`src/rtl/mem_ctrl.sv`:
```
// rtl/mem_ctrl.sv - byte-serial external memory controller for fetch and load/store traffic
// MEM_CTRL_RR_EN selects round-robin arbitration instead of fixed data-over-instruction priority.
module mem_ctrl #(
    parameter int IO_TAG_LSB = 16
) (
    input  logic        clk_in,
    input  logic        rst_in,
    input  logic        rdy_in,
    input  logic        clear,
    input  logic [7:0]  mem_din,
    output logic [7:0]  mem_dout,
    output logic [31:0] mem_a,
    output logic        mem_wr,
    input  logic        io_buffer_full,
    input  logic        inst_valid,
    input  logic [31:0] inst_addr,
    output logic        inst_ready,
    output logic [31:0] inst_res,
    input  logic        data_valid,
    input  logic        data_wr,
    input  logic [2:0]  data_size,
    input  logic [31:0] data_addr,
    input  logic [31:0] data_value,
    output logic        data_ready,
    output logic [31:0] data_res
);

    typedef enum logic [1:0] {IDLE, READ, WRITE, DONE} state_t;

    state_t      state;
    logic [31:0] base;
    logic [31:0] word_q;
    logic [1:0]  last_idx;
    logic [1:0]  ai;
    logic [1:0]  ci;
    logic [1:0]  ai_nxt;
    logic        drv;
    logic        pend;
    logic        paused;
    logic        zext;
    logic        is_inst;
    logic        io_req;
    logic        wr_q;
    logic        accept;
    logic        grant_data;
    logic [31:0] rd_word;
    logic [31:0] load_ext;

    assign accept = (state == IDLE) && rdy_in && !clear && (inst_valid || data_valid);
    assign ai_nxt = ai + 2'd1;
    assign mem_wr = wr_q && rdy_in && !(io_req && io_buffer_full);

`ifdef MEM_CTRL_RR_EN
    logic prio_data;

    always_ff @(posedge clk_in or negedge rst_in) begin
        if (!rst_in)
            prio_data <= 1'b1;
        else if (accept)
            prio_data <= !grant_data;
    end

    assign grant_data = data_valid && (prio_data || !inst_valid);
`else
    assign grant_data = data_valid;
`endif

    // Word as it will look once the byte on mem_din this cycle is captured.
    always_comb begin
        rd_word = word_q;
        rd_word[{ci, 3'b000} +: 8] = mem_din;
        case (last_idx)
            2'd0:    load_ext = zext ? {24'h0, rd_word[7:0]}  : {{24{rd_word[7]}}, rd_word[7:0]};
            2'd1:    load_ext = zext ? {16'h0, rd_word[15:0]} : {{16{rd_word[15]}}, rd_word[15:0]};
            default: load_ext = rd_word;
        endcase
    end

    always_ff @(posedge clk_in or negedge rst_in) begin
        if (!rst_in) begin
            state      <= IDLE;
            mem_a      <= 32'h0;
            mem_dout   <= 8'h0;
            inst_ready <= 1'b0;
            data_ready <= 1'b0;
            inst_res   <= 32'h0;
            data_res   <= 32'h0;
            base       <= 32'h0;
            word_q     <= 32'h0;
            last_idx   <= 2'd0;
            ai         <= 2'd0;
            ci         <= 2'd0;
            drv        <= 1'b0;
            pend       <= 1'b0;
            paused     <= 1'b0;
            zext       <= 1'b0;
            is_inst    <= 1'b0;
            io_req     <= 1'b0;
            wr_q       <= 1'b0;
        end else begin
            // Remembers a pause so the first live edge can restart the read stream.
            paused <= !rdy_in;
            if (rdy_in) begin
                case (state)
                    IDLE: begin
                        inst_ready <= 1'b0;
                        data_ready <= 1'b0;
                        if (accept) begin
                            ai   <= 2'd0;
                            ci   <= 2'd0;
                            pend <= 1'b0;
                            if (grant_data) begin
                                base     <= data_addr;
                                mem_a    <= data_addr;
                                last_idx <= {data_size[1], data_size[1] | data_size[0]};
                                zext     <= data_size[2];
                                is_inst  <= 1'b0;
                                io_req   <= data_wr && (data_addr[IO_TAG_LSB +: 2] == 2'b11);
                                if (data_wr) begin
                                    state    <= WRITE;
                                    word_q   <= data_value;
                                    mem_dout <= data_value[7:0];
                                    wr_q     <= 1'b1;
                                end else begin
                                    state <= READ;
                                    drv   <= 1'b1;
                                end
                            end else begin
                                base     <= inst_addr;
                                mem_a    <= inst_addr;
                                last_idx <= 2'd3;
                                zext     <= 1'b0;
                                is_inst  <= 1'b1;
                                io_req   <= 1'b0;
                                state    <= READ;
                                drv      <= 1'b1;
                            end
                        end
                    end
                    READ: begin
                        if (clear) begin
                            state <= IDLE;
                            mem_a <= 32'h0;
                            drv   <= 1'b0;
                            pend  <= 1'b0;
                        end else if (paused) begin
                            // Returns during the pause were lost; re-issue from the oldest missing byte.
                            mem_a <= base + {30'h0, ci};
                            ai    <= ci;
                            drv   <= 1'b1;
                            pend  <= 1'b0;
                        end else begin
                            pend <= drv;
                            if (drv) begin
                                if (ai == last_idx) begin
                                    drv <= 1'b0;
                                end else begin
                                    ai    <= ai_nxt;
                                    mem_a <= base + {30'h0, ai_nxt};
                                end
                            end
                            if (pend) begin
                                word_q[{ci, 3'b000} +: 8] <= mem_din;
                                ci <= ci + 2'd1;
                                if (ci == last_idx) begin
                                    state <= DONE;
                                    mem_a <= 32'h0;
                                    if (is_inst) begin
                                        inst_ready <= 1'b1;
                                        inst_res   <= rd_word;
                                    end else begin
                                        data_ready <= 1'b1;
                                        data_res   <= load_ext;
                                    end
                                end
                            end
                        end
                    end
                    WRITE: begin
                        if (mem_wr) begin
                            if (ai == last_idx) begin
                                state      <= DONE;
                                wr_q       <= 1'b0;
                                mem_a      <= 32'h0;
                                mem_dout   <= 8'h0;
                                data_ready <= 1'b1;
                            end else begin
                                ai       <= ai_nxt;
                                mem_a    <= base + {30'h0, ai_nxt};
                                mem_dout <= word_q[{ai_nxt, 3'b000} +: 8];
                            end
                        end
                    end
                    DONE: begin
                        inst_ready <= 1'b0;
                        data_ready <= 1'b0;
                        state      <= IDLE;
                    end
                    default: state <= IDLE;
                endcase
            end
        end
    end

endmodule

```
`config.mk`:
```
export PLATFORM = sky130hd
export DESIGN_NAME = mem_ctrl
export DESIGN_NICKNAME = d
export VERILOG_FILES = /design/src/rtl/mem_ctrl.sv
export SDC_FILE = /design/constraint.sdc
export NUM_CORES = 1
export LEC_CHECK = 0
export BUFFER_PORTS_ARGS = -buffer_cell sky130_fd_sc_hd__buf_2
export CAP_MARGIN = 0
export CORE_UTILIZATION = 28
export DETAILED_ROUTE_END_ITERATION = 6
export PLACE_DENSITY = 0.44
export SLEW_MARGIN = 15
export SYNTH_ARGS = -nofsm -noshare
export SYNTH_HDL_FRONTEND = slang
export SYNTH_SLANG_ARGS = --single-unit
```
`constraint.sdc`:
```
create_clock -name clk_in -period 2.95 [get_ports clk_in]
set_input_delay 0.1475 -clock clk_in [delete_from_list [all_inputs] [get_ports clk_in]]
set_output_delay 0.1475 -clock clk_in [all_outputs]
set_load 0.01 [all_outputs]
```
==> results.yml <==
power:
  p_int_mw: 6.98
  pwr-share-seq_pct: 35.3
  ir_worst_vdd_mv: 0.520
  power.switching_mw: 5.66
  p_leak_nw: 6.20
  total_power_mw: 12.6
  clockPowerShare_pct: 19.7
  powerDensity_nw_per_um2: 906
  sw_frac_of_total_pct: 44.8
  combPwrFrac_pct: 45.0
worst_setup_path:
  required_ns: 3.32
  cp-end-kind: "register"
  critPathMaxStageDelay_ns: 0.59
  cp_max_fo: 6
  path_class: "register to register"
  worstPathArrival_ns: 2.99
  startpoint_type: "register"
  worstRegToRegCells: 8
  path_cells: "xor2_1 > inv_1 > fa_1 > nor2_1 > a22oi_1 > nor3_1 > o21ai_1 > a31oi_1"
  slowest_stage: "fa_1"
floorplanning:
  dieHeight_um: 203
  coreArea_um2: 39800
  die-area_um2: 41300
  fp.dieW_um: 203
  core.rowCount: 73
  start_util_pct: 28.4
  ios: 222
cts:
  post_cts_buffers: 0
  cts.sinks: 185
  root_buffer: "clkbuf_16"
  clk_latency_ns: 0.45
  cts_tree: "built"
  clk_path_buf_depth: 2
  cts.htree.levels: 4
  cts_buffers: 17
  clk_pin_slew_ns: 0.08
placed_design:
  io_buffers: 221
  hpwlAfterDp_um: 32200
  gp_congestion: 0.876
synth:
  synth_cell_types: 77
  synth-edff-count: 0
  avgSynthCellArea_um2: 8.48
  synth_area_um2: 11300
  netlist_instances: 1335
  yosysSeqAreaShare_pct: 40.9
  synth_async_sr_flop_share_pct: 100
  ys_ff_latch: 185
  syn_nets: 1465
  synth_ff_type: "dfrtp_1"
  ys_warn_count: 0
timing:
  tightest_slew_ns: 0.835
  whs_ns: 0.0176
  finalSetupViolations: 0
  max_clock_freq_ghz: 0.381
  hold_viol_final: 0
  relSlewSlack_pct: 44.2
  slew_violations: 0
  min_period_ns: 2.62
  min_period_over_period_pct: 89.0
  tns_ns: 0
  rsz0062_at_grt: "false"
  skew_ns: 0.0157
finish:
  postLayoutCoreUtil_pct: 35.0
  layout_commonest_cell: "buf_2"
  fill_cells: 4256
  area_growth_pct: 23.2
  layout_common_cells: "220 x buf_2, 189 x nand2_1, 185 x dfrtp_1, 166 x o21ai_0, 133 x a21oi_1"
  multiInputGateArea_um2: 6200
  diodes: 0
  nNetsFinal: 1678
  seqCellArea_um2: 4630
  final_layout_size_suffix_gt1_share_pct: 23.5
global_routing:
  grtUsageTotal_pct: 21.2
  grt_overflow: 0
  grt_max_degree: 72
  antenna_found_initial: 0
  grt_pass1_vias: 10500
  grt_pass1_wl_um: 65800
routing:
  via_count: 10800
  first_pass_iters: 5
  remaining_drc_errors: 0
  drt-total-wl_um: 43000
  initialDrtViolationCount: 829
  ant_nets: 0
  routedWlPerCell_um: 20.6
  via_per_inst: 5.16
worst_hold_path:
  hold_class: "input pin to register"
  hold_depth: 3
run:
  max-cap-violations: 0
status:
  status: "finished, final reports clean"
-- logic make-up (layout without fill, tap and decap cells) --
family | Yosys count | count (layout) | share of synthesized area (%)
buffers and inverters | 121 | 346 | 4.63
muxes | 52 | 52 | 5.55
adders and majority gates | 15 | 15 | 1.79
DFF | 185 | 185 | 40.9
and+or+nand+nor | 493 | 493 | 21.6
xor gates and xnor gates | 46 | 46 | 3.56
AOI/OAI and AO/OA | 423 | 423 | 22.0
-- cell usage after synthesis (6+ instances only) --
cell,number,share of area [%]
o221ai_1,8,0.62
ha_1,13,1.4
and3_1,6,0.33
inv_1,18,0.60
nor2b_1,37,2.0
buf_2,35,1.5
and2_1,7,0.39
mux4_2,8,1.6
a21o_1,6,0.40
xor2_1,18,1.4
xnor2_1,28,2.2
a22oi_1,13,0.86
mux2_2,6,0.60
a22o_1,6,0.46
o21ai_1,11,0.49
buf_1,10,0.33
a221oi_1,9,0.70
nor4_2,6,0.66
mux2i_1,38,3.4
o21ai_0,166,7.3
nor3_1,22,0.97
clkbuf_1,51,1.7
dfrtp_1,185,41
nand3_1,44,1.9
nand2b_1,22,1.2
a31oi_1,11,0.61
a21oi_1,133,5.9
nor2_1,110,3.6
nand2_1,189,6.3
nand4_1,14,0.77
-- per-layer routing --
layer / part of all wire, % / GRT usage [%] / wire length (µm) / vias to the layer above
li1: - / - / - / 5169
met1: 43 / 26.9 / 18400 / 5191
met2: 50 / 36.5 / 21600 / 345
met3: 4.7 / 3.27 / 2010 / 47
met4: 2.3 / 7.01 / 1000 / 0
met5: 0 / 0 / 0 / -
-- worst paths after layout --
| path | from | endpoint | slack, ns |
|---|---|---|---|
| min | data_value[28] | word_q[28] | 0.02 |
| min in group asynchronous | rst_in | data_res[12] | 0.28 |
| min reg2reg | data_res[12] | data_res[12] | 0.46 |
| max reg2reg | ai[0] | mem_a[12] | 0.33 |
| max in group asynchronous | rst_in | mem_a[4] | 1.89 |
| max | ai[0] | mem_a[12] | 0.33 |
-- registers in the layout (all words and copies together), names as in the netlist --
| signal | count |
|---|---|
| ai | 2 |
| base | 32 |
| ci | 2 |
| data_ready | 1 |
| data_res | 32 |
| drv | 1 |
| inst_ready | 1 |
| inst_res | 32 |
| io_req | 1 |
| is_inst | 1 |
| last_idx | 2 |
| mem_a | 32 |
| mem_dout | 8 |
| paused | 1 |
| pend | 1 |
| state | 2 |
| word_q | 32 |
| wr_q | 1 |
| zext | 1 |
-- timing repair --
action	CTS	global route
setup endpoints to repair	0	0
hold buffers	9	0
gates resized for setup	0	0
endpoints found under the hold margin	76	0
-- power groups by stage --
stage	Clock (mW)	Sequential (mW)	Combinational, mW
after floorplan	0	4.02	3.88
after global placement	0	4.51	5.65
after detailed placement	0	4.51	5.70
after CTS	2.55	4.47	5.73
after global routing	2.65	4.60	6.34
final	2.49	4.46	5.69
-- metrics by stage --
step / cell area (µm²) / std cells / setup slack [ns]
detailed placement: 13300 / 2045 / 0.344
finish: 14000 / 2085 / 0.326
global route: 14000 / 2085 / 0.122
floorplan: 11300 / 1335 / 0.0645
CTS: 14000 / 2085 / 0.307
global placement: 13300 / 2045 / 0.368
-- final cells by class --
| class | count | share of cell area, % |
|---|---|---|
| tap | 525 | 4.71 |
| timing repair buffer | 296 | 12.8 |
| multi-input combinational | 1029 | 44.4 |
| clock buffer | 21 | 3.23 |
| inverter | 19 | 0.511 |
| clock inverter | 10 | 1.11 |
| sequential | 185 | 33.2 |
-- critical path, delay by kind of cell (launching register included) --
kind / cells / cell delay, ns
AND/OR/NAND/NOR: 2 / 0.74
adder cells (fa/ha/maj): 1 / 0.59
AO/OA/AOI/OAI: 3 / 0.50
flip-flops: 1 / 0.41
XOR/XNOR: 1 / 0.22
buffers and inverters: 1 / 0.08
Power figures use the tool's default switching activity.
